`src/rtl/uart_reg_responder.sv`:
```
// uart_reg_responder: device-side command responder behind a UART byte link.
// Parses SYNC/CMD/ADDR[/DATA] request frames, issues single-cycle register
// read/write strobes and returns a RESP_SYNC-prefixed response byte stream.
// Optional build macro UART_RESP_CHKSUM_EN adds a trailing XOR check byte to
// requests and a third XOR byte to every response.
module uart_reg_responder #(
    parameter int unsigned           DATA_BITS    = 8,
    parameter logic [DATA_BITS-1:0]  SYNC_BYTE    = 8'hA5,
    parameter logic [DATA_BITS-1:0]  RESP_SYNC    = 8'h5A,
    parameter int unsigned           TIMEOUT_CLKS = 4800000
) (
    input  logic                 clk,
    input  logic                 reset,
    input  logic                 rx_valid,
    input  logic [DATA_BITS-1:0] rx_data,
    input  logic                 tx_rdy,
    output logic                 tx_vld,
    output logic [DATA_BITS-1:0] tx_data,
    output logic                 reg_wr_en,
    output logic                 reg_rd_en,
    output logic [DATA_BITS-1:0] reg_addr,
    output logic [DATA_BITS-1:0] reg_wdata,
    input  logic [DATA_BITS-1:0] reg_rdata,
    output logic                 busy,
    output logic                 rx_overrun
);

    localparam logic [DATA_BITS-1:0] CmdWrite = DATA_BITS'(8'h01);
    localparam logic [DATA_BITS-1:0] CmdRead  = DATA_BITS'(8'h02);
    localparam logic [DATA_BITS-1:0] RespAck  = DATA_BITS'(8'h01);
    localparam logic [DATA_BITS-1:0] RespNak  = DATA_BITS'(8'hEE);
`ifdef UART_RESP_CHKSUM_EN
    localparam logic [DATA_BITS-1:0] RespChkErr = DATA_BITS'(8'hEC);
`endif

    localparam int unsigned   CntW  = (TIMEOUT_CLKS > 1) ? $clog2(TIMEOUT_CLKS) : 1;
    localparam logic [CntW-1:0] ToMax = CntW'(TIMEOUT_CLKS - 1);

    typedef enum logic [3:0] {
        StIdle,
        StCmd,
        StAddr,
        StData,
`ifdef UART_RESP_CHKSUM_EN
        StChk,
`endif
        StExec,
        StRdWait,
        StTxHdr,
        StTxPay
`ifdef UART_RESP_CHKSUM_EN
        , StTxChk
`endif
    } state_e;

    state_e                 state_q;
    logic [DATA_BITS-1:0]   cmd_q;
    logic [DATA_BITS-1:0]   payload_q;
    logic [CntW-1:0]        to_cnt_q;
    logic                   in_rx;
    logic                   timed_out;
`ifdef UART_RESP_CHKSUM_EN
    logic [DATA_BITS-1:0]   chk_q;
`endif

    // Frame-receiving states are the only ones where the inter-byte timeout runs.
    always_comb begin
        in_rx = (state_q == StCmd) || (state_q == StAddr) || (state_q == StData);
`ifdef UART_RESP_CHKSUM_EN
        if (state_q == StChk) in_rx = 1'b1;
`endif
        timed_out = in_rx && !rx_valid && (to_cnt_q == ToMax);
    end

    // Frame parser, register strobes, response handshake and timeout counter.
    always_ff @(posedge clk) begin
        if (reset) begin
            state_q    <= StIdle;
            cmd_q      <= '0;
            payload_q  <= '0;
            to_cnt_q   <= '0;
            tx_vld     <= 1'b0;
            tx_data    <= '0;
            reg_wr_en  <= 1'b0;
            reg_rd_en  <= 1'b0;
            reg_addr   <= '0;
            reg_wdata  <= '0;
            busy       <= 1'b0;
            rx_overrun <= 1'b0;
`ifdef UART_RESP_CHKSUM_EN
            chk_q      <= '0;
`endif
        end else begin
            reg_wr_en <= 1'b0;
            reg_rd_en <= 1'b0;

            // Saturating counter; restarts on every received byte.
            if (rx_valid || !in_rx) begin
                to_cnt_q <= '0;
            end else if (to_cnt_q != ToMax) begin
                to_cnt_q <= to_cnt_q + 1'b1;
            end

            // Bytes arriving while executing or responding are lost.
            if (rx_valid && !in_rx && (state_q != StIdle)) begin
                rx_overrun <= 1'b1;
            end

            unique case (state_q)
                StIdle: begin
                    if (rx_valid && (rx_data == SYNC_BYTE)) begin
                        state_q <= StCmd;
                        busy    <= 1'b1;
                    end
                end
                StCmd: begin
                    if (rx_valid) begin
                        cmd_q <= rx_data;
`ifdef UART_RESP_CHKSUM_EN
                        chk_q <= rx_data;
`endif
                        if ((rx_data == CmdWrite) || (rx_data == CmdRead)) begin
                            state_q <= StAddr;
                        end else begin
                            payload_q <= RespNak;
                            tx_vld    <= 1'b1;
                            tx_data   <= RESP_SYNC;
                            state_q   <= StTxHdr;
                        end
                    end else if (timed_out) begin
                        state_q <= StIdle;
                        busy    <= 1'b0;
                    end
                end
                StAddr: begin
                    if (rx_valid) begin
                        reg_addr <= rx_data;
`ifdef UART_RESP_CHKSUM_EN
                        chk_q <= chk_q ^ rx_data;
                        state_q <= (cmd_q == CmdWrite) ? StData : StChk;
`else
                        if (cmd_q == CmdWrite) begin
                            state_q <= StData;
                        end else begin
                            state_q   <= StExec;
                            reg_rd_en <= 1'b1;
                        end
`endif
                    end else if (timed_out) begin
                        state_q <= StIdle;
                        busy    <= 1'b0;
                    end
                end
                StData: begin
                    if (rx_valid) begin
                        reg_wdata <= rx_data;
`ifdef UART_RESP_CHKSUM_EN
                        chk_q   <= chk_q ^ rx_data;
                        state_q <= StChk;
`else
                        state_q   <= StExec;
                        reg_wr_en <= 1'b1;
`endif
                    end else if (timed_out) begin
                        state_q <= StIdle;
                        busy    <= 1'b0;
                    end
                end
`ifdef UART_RESP_CHKSUM_EN
                StChk: begin
                    if (rx_valid) begin
                        if (rx_data == chk_q) begin
                            state_q   <= StExec;
                            reg_wr_en <= (cmd_q == CmdWrite);
                            reg_rd_en <= (cmd_q != CmdWrite);
                        end else begin
                            payload_q <= RespChkErr;
                            tx_vld    <= 1'b1;
                            tx_data   <= RESP_SYNC;
                            state_q   <= StTxHdr;
                        end
                    end else if (timed_out) begin
                        state_q <= StIdle;
                        busy    <= 1'b0;
                    end
                end
`endif
                StExec: begin
                    if (cmd_q == CmdWrite) begin
                        payload_q <= RespAck;
                        tx_vld    <= 1'b1;
                        tx_data   <= RESP_SYNC;
                        state_q   <= StTxHdr;
                    end else begin
                        state_q <= StRdWait;
                    end
                end
                StRdWait: begin
                    payload_q <= reg_rdata;
                    tx_vld    <= 1'b1;
                    tx_data   <= RESP_SYNC;
                    state_q   <= StTxHdr;
                end
                StTxHdr: begin
                    // Drop tx_vld after each transfer so the gap cycle lets tx_rdy fall.
                    if (tx_vld && tx_rdy) begin
                        tx_vld  <= 1'b0;
                        tx_data <= payload_q;
                        state_q <= StTxPay;
                    end
                end
                StTxPay: begin
                    if (!tx_vld) begin
                        tx_vld <= 1'b1;
                    end else if (tx_rdy) begin
                        tx_vld <= 1'b0;
`ifdef UART_RESP_CHKSUM_EN
                        tx_data <= payload_q ^ RESP_SYNC;
                        state_q <= StTxChk;
`else
                        state_q <= StIdle;
                        busy    <= 1'b0;
`endif
                    end
                end
`ifdef UART_RESP_CHKSUM_EN
                StTxChk: begin
                    if (!tx_vld) begin
                        tx_vld <= 1'b1;
                    end else if (tx_rdy) begin
                        tx_vld  <= 1'b0;
                        state_q <= StIdle;
                        busy    <= 1'b0;
                    end
                end
`endif
                default: begin
                    state_q <= StIdle;
                    busy    <= 1'b0;
                    tx_vld  <= 1'b0;
                end
            endcase
        end
    end

endmodule

```
`config.mk`:
```
export PLATFORM = sky130hd
export DESIGN_NAME = uart_reg_responder
export DESIGN_NICKNAME = d
export VERILOG_FILES = /design/src/rtl/uart_reg_responder.sv
export SDC_FILE = /design/constraint.sdc
export NUM_CORES = 1
export LEC_CHECK = 0
export ABC_AREA = 1
export CELL_PAD_IN_SITES_DETAIL_PLACEMENT = 0
export CELL_PAD_IN_SITES_GLOBAL_PLACEMENT = 1
export CORE_UTILIZATION = 39
export DETAILED_ROUTE_END_ITERATION = 7
export HOLD_SLACK_MARGIN = 0.06
export PLACE_DENSITY = 0.87
export SYNTH_ARGS = -nofsm -noshare
export SYNTH_HDL_FRONTEND = slang
export SYNTH_SLANG_ARGS = --single-unit
```
`constraint.sdc`:
```
create_clock -name clk -period 2 [get_ports clk]
set_input_delay 0.5 -clock clk [delete_from_list [all_inputs] [get_ports clk]]
set_output_delay 0.5 -clock clk [all_outputs]
set_load 0.02 [all_outputs]
```
; ---- Word-level counts from Yosys, hierarchy flattened
; Index checks and enable logic that the tools add are counted.
[classes]
addsub = 1
eq_ne = 22
n_mux = 36
bitwise_logic = 5
n_reduce_logical = 30
[ops]
columns = cell, count
row1 = two-way mux 8 bit, 7
row2 = two-way mux 4 bit, 8
row3 = case mux 4 bit (8 select lines), 1
row4 = case mux 8 bit (4 select lines), 1
row5 = case mux 8 bit (3 select lines), 1
row6 = adder 23 x 1 -> 23 bit (second input constant), 1
row7 = == test 23 bit (second input constant), 1
row8 = inequality test 23 bit (second input constant), 1
row9 = == test 4 x 3 -> 1 bit (second input constant), 4
row10 = == test 8 x 1 -> 1 bit (second input constant), 2
row11 = inequality test 2 bit (second input constant), 8
row12 = two-way mux 1 bit, 13
row13 = OR reduction 3 bit, 4
row14 = AND reduction 5 bit, 2
row15 = == test 4 x 2 -> 1 bit (second input constant), 2
row16 = == test 8 x 2 -> 1 bit (second input constant), 1
row17 = == test 8 bit (second input constant), 1
row18 = AND reduction 4 bit, 2
row19 = nonzero test 4 bit, 2
row20 = logical AND 1 bit, 6
row21 = two-way mux 3 bit, 2
row22 = case mux 1 bit (6 select lines), 1
row23 = AND reduction 2 bit, 3
row24 = AND reduction 6 bit, 1
row25 = 10 further kinds, 19
[totals]
ff_bits = 72
input_bits = 20
out_inout_bits = 29
word_cells = 106

; ---- Longest topological paths before layout
; Gate-level depths: netlist of run 1.
[logic_depth]
word_depth = 8
ltp_mapped = 12
ltp_nobuf = 12

; ---- Least setup slack after synthesis of run 1
; No wires, ideal clock.
[synth_path]
kind = input-to-reg
from = input reset
to = register to_cnt_q[4]
setup_ps = 128
arrival_time_ps = 1453
t_required_ps = 1872
path_slack_ps = 420
path_stages = 5
n_path_buf = 2
path_cell_list = clkbuf_1 -> inv_1 -> nand2_1 -> clkbuf_1 -> nor2_1
[synth_between]
elab_chain_len = 1
[synth_rtl]
columns = element, line
row1 = "start, declared", 13  ; input logic reset,
row2 = OR reduction 2 bit (no line), n/a
row3 = "end signal, assigned", 101  ; to_cnt_q <= to_cnt_q + 1'b1;
row4 = "end, declared", 59  ; logic [CntW-1:0] to_cnt_q;
; Every way passes these cells.
; A chain may end at the register's enable or synchronous reset.

; ---- Worst setup path in the final report of run 1
[layout_path]
from = register tx_vld
to = output tx_vld
[layout_rtl]
columns = element, line
row1 = "start, declared", 17  ; output logic tx_vld,
row2 = "start signal, assigned", 82  ; tx_vld <= 1'b0;
row3 = "start signal, assigned", 126  ; tx_vld <= 1'b1;
row4 = "start signal, assigned", 191  ; tx_vld <= 1'b1;
; No word-level cell between the ends.

==> results of run 1 <==
==> per-layer routing <==
layer	share of wire [%]	GRT usage [%]
met2	47	34.9
met5	0	0
met3	3.8	5.40
met4	1.5	5.88
met1	48	26.1
==> cells in the mapped netlist (3+ instances only) <==
library cell  instances  share of area [%]
inv_1                42                4.5
nor2_1               61                6.6
or2_2                 5               0.90
nor3_1                8                1.1
buf_2                 3               0.43
a21oi_1              60                8.6
nand3_2               3               0.86
nand4_1              11                2.0
nor2_4                4                1.3
or2_1                 3               0.54
a31oi_1               3               0.54
nand3_1              25                3.6
o211ai_1              3               0.65
nand2_1              87                9.4
o21ai_0              37                5.3
nor3_2                4                1.1
o21ai_1              10                1.4
inv_2                11                1.2
nor2_2                6                1.1
nand2_2               5               0.90
clkbuf_1              7               0.75
dfxtp_1              72                 41
==> final cells by class <==
cell class                      count  area, um^2  area share (%)
Multi-Input combinational cell    353        1760            39.8
Sequential cell                    72        1440            32.6
Clock buffer                       10         138            3.11
Timing Repair Buffer               73         668            15.1
Tap cell                          108         135            3.05
Clock inverter                      6        75.1            1.70
Inverter                           55         206            4.66
==> what timing repair did <==
item                       CTS  global route
setup buffers                0             0
resized for setup            0             3
setup endpoints to repair    0             3
==> report_power, final <==
| group | switching [W] | total, W | internal (W) | leakage, nW |
|---|---|---|---|---|
| Combinational | 0.000133 | 0.000245 | 0.000112 | 1.02 |
| Sequential | 0.0000189 | 0.00148 | 0.00146 | 0.582 |
| Clock | 0.000596 | 0.00123 | 0.000630 | 0.105 |
| Total | 0.000748 | 0.00295 | 0.00220 | 1.70 |
==> worst max path at each step <==
stage | startpoint | to | slack, ns | cells after the start
after floorplan | reset | to_cnt_q[4]$_SDFFE_PP0P_ | 0.42 | 5
after CTS | tx_vld$_SDFFE_PP0P_ | tx_vld | 0.08 | 1
after detailed placement | rx_data[0] | payload_q[7]$_SDFFE_PP0P_ | -0.16 | 11
after global placement | rx_data[0] | payload_q[7]$_SDFFE_PP0P_ | -0.09 | 11
after global routing | rx_data[0] | payload_q[1]$_SDFFE_PP0P_ | 0.02 | 11
final | tx_vld$_SDFFE_PP0P_ | tx_vld | 0.11 | 1
==> through the flow <==
step | total power (W) | std cells
5_1_grt | 0.00308 | 677
3_5_place_dp | 0.00176 | 661
3_3_place_gp | 0.00175 | 661
4_1_cts | 0.00298 | 677
2_1_floorplan | 0.00164 | 494
6_report | 0.00295 | 677
==> registers in the layout (all words and copies together) (netlist names) <==
name,cells
tx_data,8
rx_overrun,1
busy,1
reg_wdata,8
reg_wr_en,1
to_cnt_q,23
tx_vld,1
reg_rd_en,1
state_q,4
cmd_q,8
reg_addr,8
payload_q,8
==> logic make-up (layout without fill, tap and decap cells) <==
logic type | after synthesis | count (layout)
xor+xnor | 3 | 3
buf+inv | 69 | 144
fa+ha+maj | 1 | 1
other cells | 1 | 1
flops | 72 | 72
simple gates | 232 | 232
compound gates | 116 | 116
==> worst reg2reg max path, cell delays in order, from the launching register on <==
cell and delay [ns]:
dfxtp_1 0.49, inv_1 0.13, nand2_1 0.16, nor2_2 0.06
nand2_1 0.14, inv_2 0.07, nor2_4 0.10, nand2_1 0.06
a21oi_1 0.22, nand2_1 0.08, nand2_1 0.07, nor2_1 0.04
==> results.cfg, run 1 <==
[status]
status = finished clean

[route]
drtPass1Iterations = 4
drt-initial-drc-count = 140
via_per_inst = 5.03
wl_per_cell_um = 13.0
wirelength_mm = 8.78
drc = 0
antenna_left = 0
num_vias = 3404

[yosys]
yosys.area_share.simple_pct = 31.8
synth_edf_count = 0
synth_cell_types = 39
avgSynthCellArea_um2 = 7.06
synth_top_family_by_area = simple AND/OR/NAND/NOR gates
synth_compound_area_share_pct = 17.6
synth_fa_ha_area_share_pct = 0.359
seq_area_frac_synth_pct = 41.3
synth_seq_cells = 72
syn_nets = 515
ys.flop_type = dfxtp_1
ys_warn_count = 0
synth_xor_area_share_pct = 0.753
synthesis.area_um2 = 3490
synth_cells = 494
ys_async_sr_fraction_pct = 0
synthMuxAreaShare_pct = 0

[grt]
grt_antenna_before_repair = 0
grt_pass1_wl_mm = 15.0
overflow = 0
grt_max_degree = 34
grt_usage_pct = 20.8
grt_pass1_vias = 3292

[setup_path]
cp_slowest_cell = clkdlybuf4s50_1
crit_path_max_fanout = 4
critical_path_arrival_ns = 1.39
reg2reg_depth = 11
cp_num_buf_inv = 1
endpoint_kind = output port
critPathLaunchType = register
required_ns = 1.50
r2r_start = state_q[0]$_SDFFE_PP0P_
worst-setup-path-type = reg -> out
crit_path_cell_trace = clkdlybuf4s50_1
cp_top_family = buffers and inverters
worst-r2r-setup-slack_ns = 0.30
max_stage_delay_ns = 0.63
worstReg2RegEnd = tx_vld$_SDFFE_PP0P_

[floorplan]
start_util_pct = 40.2
die_area_um2 = 9320
fp.dieW_um = 96.6
io_pins = 49
rows = 34
core_um2 = 8680
fp.dieH_um = 96.6

[worst_hold_path]
whs_endpoint = tx_data[6]$_SDFFE_PP0P_
timing.hold.worst.start = tx_data[6]$_SDFFE_PP0P_
hold_path_class = reg -> reg
hold_depth = 2

[layout]
area_delta_synth_final_pct = 27.0
drive_above_1_share_pct = 14.8
fin_nets = 585
final_cell_mix = 87 x nand2_1, 72 x dfxtp_1, 61 x nor2_1
final_area_um2 = 4430
antenna_cells = 0
finish.utilization_pct = 51.0
final_common_cell = nand2_1
fillers = 858

[timing]
rsz0062_at_grt = false
tns_ns = 0
max_freq_mhz = 529
period_needed_ns = 1.89
finalHoldViolations = 0
setup_ws_ns = 0.110
holdWs_ns = 0.453
finalMaxSlewViolations = 0
skew_ns = 0.0135
setup_viol = 0
finalCritPeriodShare_pct = 94.5

[cts]
clk_latency_ns = 0.35
cts_tree = built
path_clk_slew_ns = 0.09
cts_htree_levels = 3
cts_buffers = 9
clockRootBuffer = clkbuf_8
postCtsHoldBufs = 0
cts_max_path_buffers = 2
cts_sinks = 72

[placement]
dpl_worst_slack_ns = -0.160
dpl.hpwl_mm = 6.66
placed_area_um2 = 4220
place.port_buffers = 48
finalWeightedCongestion = 0.933

[pwr]
power-per-cell-area_nw_per_um2 = 666
ir_drop_mv = 0.414
leakagePower_nw = 1.70

[run]
drv_cap = 0
Note: power is estimated with default switching activity, not from simulation.
==> run 2: changes to the inputs <==
--- a/config.mk
+++ b/config.mk
@@ -12,6 +12,8 @@
 export DETAILED_ROUTE_END_ITERATION = 7
 export HOLD_SLACK_MARGIN = 0.06
 export PLACE_DENSITY = 0.87
+export SKIP_LAST_GASP = 1
 export SYNTH_ARGS = -nofsm -noshare
 export SYNTH_HDL_FRONTEND = slang
 export SYNTH_SLANG_ARGS = --single-unit
+export TNS_END_PERCENT = 100
==> results of run 2 <==
The final DEF is identical to that of run 1; final timing and power are the same.
